===== src/rtl/plazer_pkg.sv =====
// Shared types and default geometry for the sensor-line to row interface.
package plazer_pkg;

  localparam int unsigned NPIX = 120;
  localparam int unsigned PW   = 8;
  localparam int unsigned IDXW = 10;

  typedef logic [PW-1:0]    pixel_t;
  typedef pixel_t [NPIX-1:0] row_t;

  typedef enum logic [1:0] {
    IDLE,
    FILL,
    HOLD,
    SKIP
  } fill_state_t;

endpackage


===== src/rtl/row_slot.sv =====
// Output row register with valid/ready handshake toward the consumer.
// free is high when the slot is empty or is being emptied this cycle, so the
// producer may load on the same edge that the consumer takes the old row.
module row_slot
  import plazer_pkg::*;
#(
  parameter int unsigned NPIX = plazer_pkg::NPIX,
  parameter int unsigned PW   = plazer_pkg::PW,
  parameter int unsigned IDXW = plazer_pkg::IDXW
) (
  input  logic                     clk,
  input  logic                     reset,
  input  logic                     load,
  input  logic [NPIX-1:0][PW-1:0]  load_data,
  input  logic [IDXW-1:0]          load_index,
  input  logic                     ready,
  output logic [NPIX-1:0][PW-1:0]  row_data,
  output logic [IDXW-1:0]          row_index,
  output logic                     row_valid,
  output logic                     free
);

  logic [NPIX-1:0][PW-1:0] r_data;
  logic [IDXW-1:0]         r_index;
  logic                    r_valid;

  assign free      = ~r_valid | ready;
  assign row_data  = r_data;
  assign row_index = r_index;
  assign row_valid = r_valid;

  // Slot register: load wins over drain so a handoff keeps row_valid high.
  always_ff @(posedge clk) begin
    if (reset) begin
      r_data  <= '0;
      r_index <= '0;
      r_valid <= 1'b0;
    end else if (load) begin
      r_data  <= load_data;
      r_index <= load_index;
      r_valid <= 1'b1;
    end else if (ready) begin
      r_valid <= 1'b0;
    end
  end

  a_load_when_free : assert property (@(posedge clk) disable iff (reset)
    load |-> free);

  a_hold_stable : assert property (@(posedge clk) disable iff (reset)
    (r_valid && !ready) |=> (r_valid && $stable(r_data) && $stable(r_index)));

endmodule


===== src/rtl/row_feeder.sv =====
// Assembles the serial pixel stream of one sensor line into a full row and
// hands it to the output slot. The fill buffer plus the output slot form a
// double buffer; line starts that find both occupied are dropped and flagged.
module row_feeder
  import plazer_pkg::*;
#(
  parameter int unsigned NPIX = plazer_pkg::NPIX,
  parameter int unsigned PW   = plazer_pkg::PW,
  parameter int unsigned IDXW = plazer_pkg::IDXW
) (
  input  logic                     clk,
  input  logic                     reset,
  input  logic [PW-1:0]            pix_data,
  input  logic                     pix_valid,
  input  logic                     pix_sol,
  output logic [NPIX-1:0][PW-1:0]  row_data,
  output logic [IDXW-1:0]          row_index,
  output logic                     row_valid,
  input  logic                     row_ready,
  output logic                     overrun,
  output logic                     short_row
);

  localparam int unsigned      CW   = $clog2(NPIX + 1);
  localparam logic [CW-1:0]    LAST = CW'(NPIX - 1);

  fill_state_t             r_state;
  fill_state_t             w_state_nxt;
  logic [NPIX-1:0][PW-1:0] r_buf;
  logic [NPIX-1:0][PW-1:0] w_buf_nxt;
  logic [CW-1:0]           r_count;
  logic [CW-1:0]           w_count_nxt;
  logic [IDXW-1:0]         r_line_cnt;
  logic [IDXW-1:0]         r_cur_idx;
  logic                    r_overrun;
  logic                    r_short_row;

  logic                    w_sol;
  logic                    w_last;
  logic                    w_free;
  logic                    w_wr_en;
  logic [CW-1:0]           w_wr_addr;
  logic                    w_capture;
  logic                    w_load;
  logic                    w_overrun;
  logic                    w_short;

  assign w_sol  = pix_valid & pix_sol;
  assign w_last = pix_valid & ~pix_sol & (r_count == LAST);

  assign overrun   = r_overrun;
  assign short_row = r_short_row;

  // State register.
  always_ff @(posedge clk) begin
    if (reset) begin
      r_state <= IDLE;
    end else begin
      r_state <= w_state_nxt;
    end
  end

  // Next-state logic for the fill FSM.
  always_comb begin
    w_state_nxt = r_state;
    case (r_state)
      IDLE, SKIP: begin
        if (w_sol) begin
          w_state_nxt = FILL;
        end
      end
      FILL: begin
        if (w_sol) begin
          w_state_nxt = FILL;
        end else if (w_last) begin
          w_state_nxt = w_free ? SKIP : HOLD;
        end
      end
      HOLD: begin
        if (w_free) begin
          w_state_nxt = SKIP;
        end
      end
      default: w_state_nxt = IDLE;
    endcase
  end

  // FSM outputs: buffer writes, index capture, slot load and flag requests.
  always_comb begin
    w_wr_en     = 1'b0;
    w_wr_addr   = '0;
    w_count_nxt = r_count;
    w_capture   = 1'b0;
    w_load      = 1'b0;
    w_overrun   = 1'b0;
    w_short     = 1'b0;
    case (r_state)
      IDLE, SKIP: begin
        if (w_sol) begin
          w_wr_en     = 1'b1;
          w_wr_addr   = '0;
          w_count_nxt = CW'(1);
          w_capture   = 1'b1;
        end
      end
      FILL: begin
        if (w_sol) begin
          w_short     = 1'b1;
          w_wr_en     = 1'b1;
          w_wr_addr   = '0;
          w_count_nxt = CW'(1);
          w_capture   = 1'b1;
        end else if (pix_valid) begin
          w_wr_en     = 1'b1;
          w_wr_addr   = r_count;
          w_count_nxt = r_count + CW'(1);
          w_load      = w_last & w_free;
        end
      end
      HOLD: begin
        w_overrun = w_sol;
        w_load    = w_free;
      end
      default: ;
    endcase
  end

  // Fill buffer with the current pixel merged in; the completing pixel goes
  // straight to the slot through this path so the row appears one cycle later.
  always_comb begin
    w_buf_nxt = r_buf;
    for (int unsigned i = 0; i < NPIX; i++) begin
      if (w_wr_en && (w_wr_addr == CW'(i))) begin
        w_buf_nxt[i] = pix_data;
      end
    end
  end

  // Fill datapath: buffer, pixel count, line counter and one-cycle flags.
  always_ff @(posedge clk) begin
    if (reset) begin
      r_buf       <= '0;
      r_count     <= '0;
      r_line_cnt  <= '0;
      r_cur_idx   <= '0;
      r_overrun   <= 1'b0;
      r_short_row <= 1'b0;
    end else begin
      r_buf       <= w_buf_nxt;
      r_count     <= w_count_nxt;
      r_overrun   <= w_overrun;
      r_short_row <= w_short;
      if (w_sol) begin
        r_line_cnt <= r_line_cnt + IDXW'(1);
      end
      if (w_capture) begin
        r_cur_idx <= r_line_cnt;
      end
    end
  end

  row_slot #(
    .NPIX (NPIX),
    .PW   (PW),
    .IDXW (IDXW)
  ) u_slot (
    .clk        (clk),
    .reset      (reset),
    .load       (w_load),
    .load_data  (w_buf_nxt),
    .load_index (r_cur_idx),
    .ready      (row_ready),
    .row_data   (row_data),
    .row_index  (row_index),
    .row_valid  (row_valid),
    .free       (w_free)
  );

endmodule


===== config.mk =====
export PLATFORM = sky130hd
export DESIGN_NAME = row_feeder
export DESIGN_NICKNAME = d
export VERILOG_FILES = /design/src/rtl/plazer_pkg.sv /design/src/rtl/row_slot.sv /design/src/rtl/row_feeder.sv
export SDC_FILE = /design/constraint.sdc
export NUM_CORES = 2
export LEC_CHECK = 0
export ABC_AREA = 1
export CAP_MARGIN = 40
export CORE_ASPECT_RATIO = 1.2
export CORE_MARGIN = 3
export CORE_UTILIZATION = 35
export CTS_CLUSTER_SIZE = 8
export DETAILED_ROUTE_END_ITERATION = 8
export GPL_ROUTABILITY_DRIVEN = 0
export PLACE_DENSITY = 0.64
export REMOVE_ABC_BUFFERS = 1
export SLEW_MARGIN = 20
export SYNTH_ARGS = -nofsm -noshare
export SYNTH_HDL_FRONTEND = slang
export SYNTH_SLANG_ARGS = --single-unit

===== constraint.sdc =====
create_clock -name clk -period 2.65 [get_ports clk]
set_input_delay 0.53 -clock clk [delete_from_list [all_inputs] [get_ports clk]]
set_output_delay 0.53 -clock clk [all_outputs]
set_load 0.005 [all_outputs]

==> impl_metrics.toml <==
[clock_tree]
cts_setup_buffers = 0
numCtsBuffers = 289
cts_tree = "built"
clk_pin_slew_ps = 50
htreeDepth = 5
clk_latency_ps = 850
cts_sinks = 1962
cts.path.max_buffers = 4
root_buffer = "clkbuf_16"

[critical_path]
slowest_stage = "clkdlybuf4s50_1"
cp_num_buf_inv = 1
end_kind = "output pin"
critPathKind = "reg2out"
cp_cell_sequence = "clkdlybuf4s50_1"
path_delay_family = "buffers and inverters"
arrival_ps = 1940
cp_data_required_time_ps = 2120
slowest_delay_ps = 590
critPathLaunchType = "register"
reg2reg_depth = 14
cp_max_fo = 2
cp_num_cells = 1

[power]
power_density_mw_per_mm2 = 834
p_leak_nw = 51.2
ir_drop_v = 0.000549
power_mw = 90.3

[logic_synthesis]
synthFlopType = "dfxtp_1"
synth_cell_types = 27
async_flop_share_pct = 0
synth_top_area_share_pct = 48.6
yosys-top-cells-count = "nand2_1, dfxtp_1, nor2_1"
yosys_warnings = 0
synth_edf_count = 0
syn_area_mm2 = 0.0808
synth_seq_cells = 1962
yosys.area.top_type = "dfxtp_1"
synth_most_common_cell = "nand2_1"
ys_top_cells_by_area = "dfxtp_1, nand2_1, nor2_1"
ys_seq_area_share_pct = 48.6
syn_inst = 11800
syn_area_per_cell_um2 = 6.82

[flow_run]
maxCapViolCount = 0

[placed_design]
io_buffers = 985
place_hpwl_um = 201000

[finish]
fin_nets = 13300
area_growth_pct = 34.1
drive_gt1_share_pct = 10.8

[timing]
maxSlewViolCount = 0
fin_crit_ps = 2470
setup_viol = 0
fin_crit_sh_pct = 93.1
finalHoldViolations = 0
worst-slew-pin-transition_ps = 1050
fin_skew_ps = 24.7
rsz0062_at_grt = "no"
fmax_mhz = 405
fin_tns_setup_ps = 0
relSlewSlack_pct = 30.2

[floorplanning]
ios = 986
die_x_um = 445
rows = 192
die_y_um = 532
dieArea_mm2 = 0.237
initial_core_util_pct = 35.3
core_area_mm2 = 0.229

[grt]
grt_pass1_wl_um = 436000
overflow = 0
antenna_found_initial = 9
grt_usage_pct = 23.4
grt_pass1_vias = 71900
grt_max_degree = 190

[routing]
ant_nets = 0
vias = 77600
drc = 0
via_per_inst = 4.75
first_pass_iters = 6
drt_iter0_drc = 5366
wl_um = 290000
avgRoutedWirePerCell_um = 17.7

[hold_path]
hold_depth = 3
hold_class = "in2reg"

[status]
outcome = "completed"
[path summary, 6_finish.rpt]
check | start | to | slack [ps]
setup / recovery | u_slot.row_data[109] | row_data[109] | 180
hold / removal | pix_data[6] | r_buf[574] | 180
setup reg to reg | r_state[1] | u_slot.row_data[868] | 200
hold reg to reg | r_cur_idx[6] | u_slot.row_index[6] | 460
[per-layer routing]
| layer | global-route usage, % | vias to the layer above | part of all wire (%) | wire (um) |
|---|---|---|---|---|
| met5 | 0 | - | 0.0069 | 20 |
| met4 | 10.4 | 2 | 4.6 | 13300 |
| met3 | 4.12 | 555 | 6.3 | 18200 |
| met2 | 38.5 | 2360 | 46 | 134000 |
| met1 | 30.0 | 35200 | 43 | 124000 |
| li1 | - | 39500 | - | - |
[metrics by stage]
stage	cells	util, %	area, um^2	hold WS (ps)	worst slack (ps)
5_1_grt	16300	47.3	108000	120	2.59
2_1_floorplan	11000	-	77100	432	-50730
3_3_place_gp	16000	43.9	100000	454	-538
6_report	16300	47.3	108000	179	182
3_5_place_dp	16000	43.9	100000	454	-531
4_1_cts	16300	47.3	108000	82.3	4.78
[layout make-up]
class	count	area, um^2
sequential	1962	39300
clock inverter	21	365
clock buffer	297	7380
inverter	1245	4700
timing repair buffer	1993	19500
antenna	5	12.5
tap	3007	3760
multi-input combinational	7809	33300
fill	22600	120000
[registers in the layout (all words and copies together) (netlist names)]
register / flops
u_slot.row_index: 10
short_row: 1
r_line_cnt: 10
r_state: 2
overrun: 1
u_slot.row_data: 960
u_slot.row_valid: 1
r_cur_idx: 10
r_buf: 960
r_count: 7
[cell families (layout without fill, tap and decap cells)]
kind of cell	after synthesis	in the layout	synth area share (%)
AND/OR/NAND/NOR	6788	6788	34.6
AO/OA/AOI/OAI	1016	1016	6.31
other	0	5	0
flip-flops	1962	1962	48.6
adder cells (fa/ha/maj)	4	4	0.0620
XOR/XNOR	1	1	0.0108
buffers and inverters	2076	3556	10.3
[repair_timing]
item	CTS	global route
resized for setup	0	17
hold buffers	1	0
hold endpoints to repair	2	0
endpoints found under the setup margin	0	158
[power by group]
group          internal (mW)  total, mW  switching (mW)  leakage (nW)
Sequential              33.1       36.0            2.97          15.8
Combinational           10.4       21.2            10.8          31.5
Clock                   19.9       33.0            13.1          3.80
Total                   63.3       90.3            27.0          51.2
[layout by cell type, fill, tap and decap left out, types with 2 or more instances in the layout]
cell / Yosys / routed
nand2_1: 3943 / 3936
dfxtp_1: 1962 / 1962
nor2_1: 1723 / 1717
inv_1: 1238 / 1238
a21oi_1: 988 / 988
clkdlybuf4s50_1: 0 / 976
buf_4: 55 / 847
nand4_1: 587 / 587
nand3_1: 440 / 438
clkbuf_16: 0 / 293
buf_12: 0 / 164
nand3_2: 47 / 44
nor2_4: 13 / 25
o21ai_0: 24 / 23
nand2_2: 10 / 17
nor3_1: 13 / 13
nand3_4: 2 / 7
clkinv_8: 0 / 7
inv_6: 0 / 7
diode_2: 0 / 5
inv_2: 6 / 3
ha_1: 4 / 3
inv_16: 0 / 3
bufinv_16: 0 / 3
clkbuf_8: 0 / 3
buf_6: 3 / 3
nor2_2: 8 / 2
nor3b_1: 2 / 2
a211oi_1: 2 / 2
clkinv_16: 0 / 2
(Power assumes the default switching activity.)
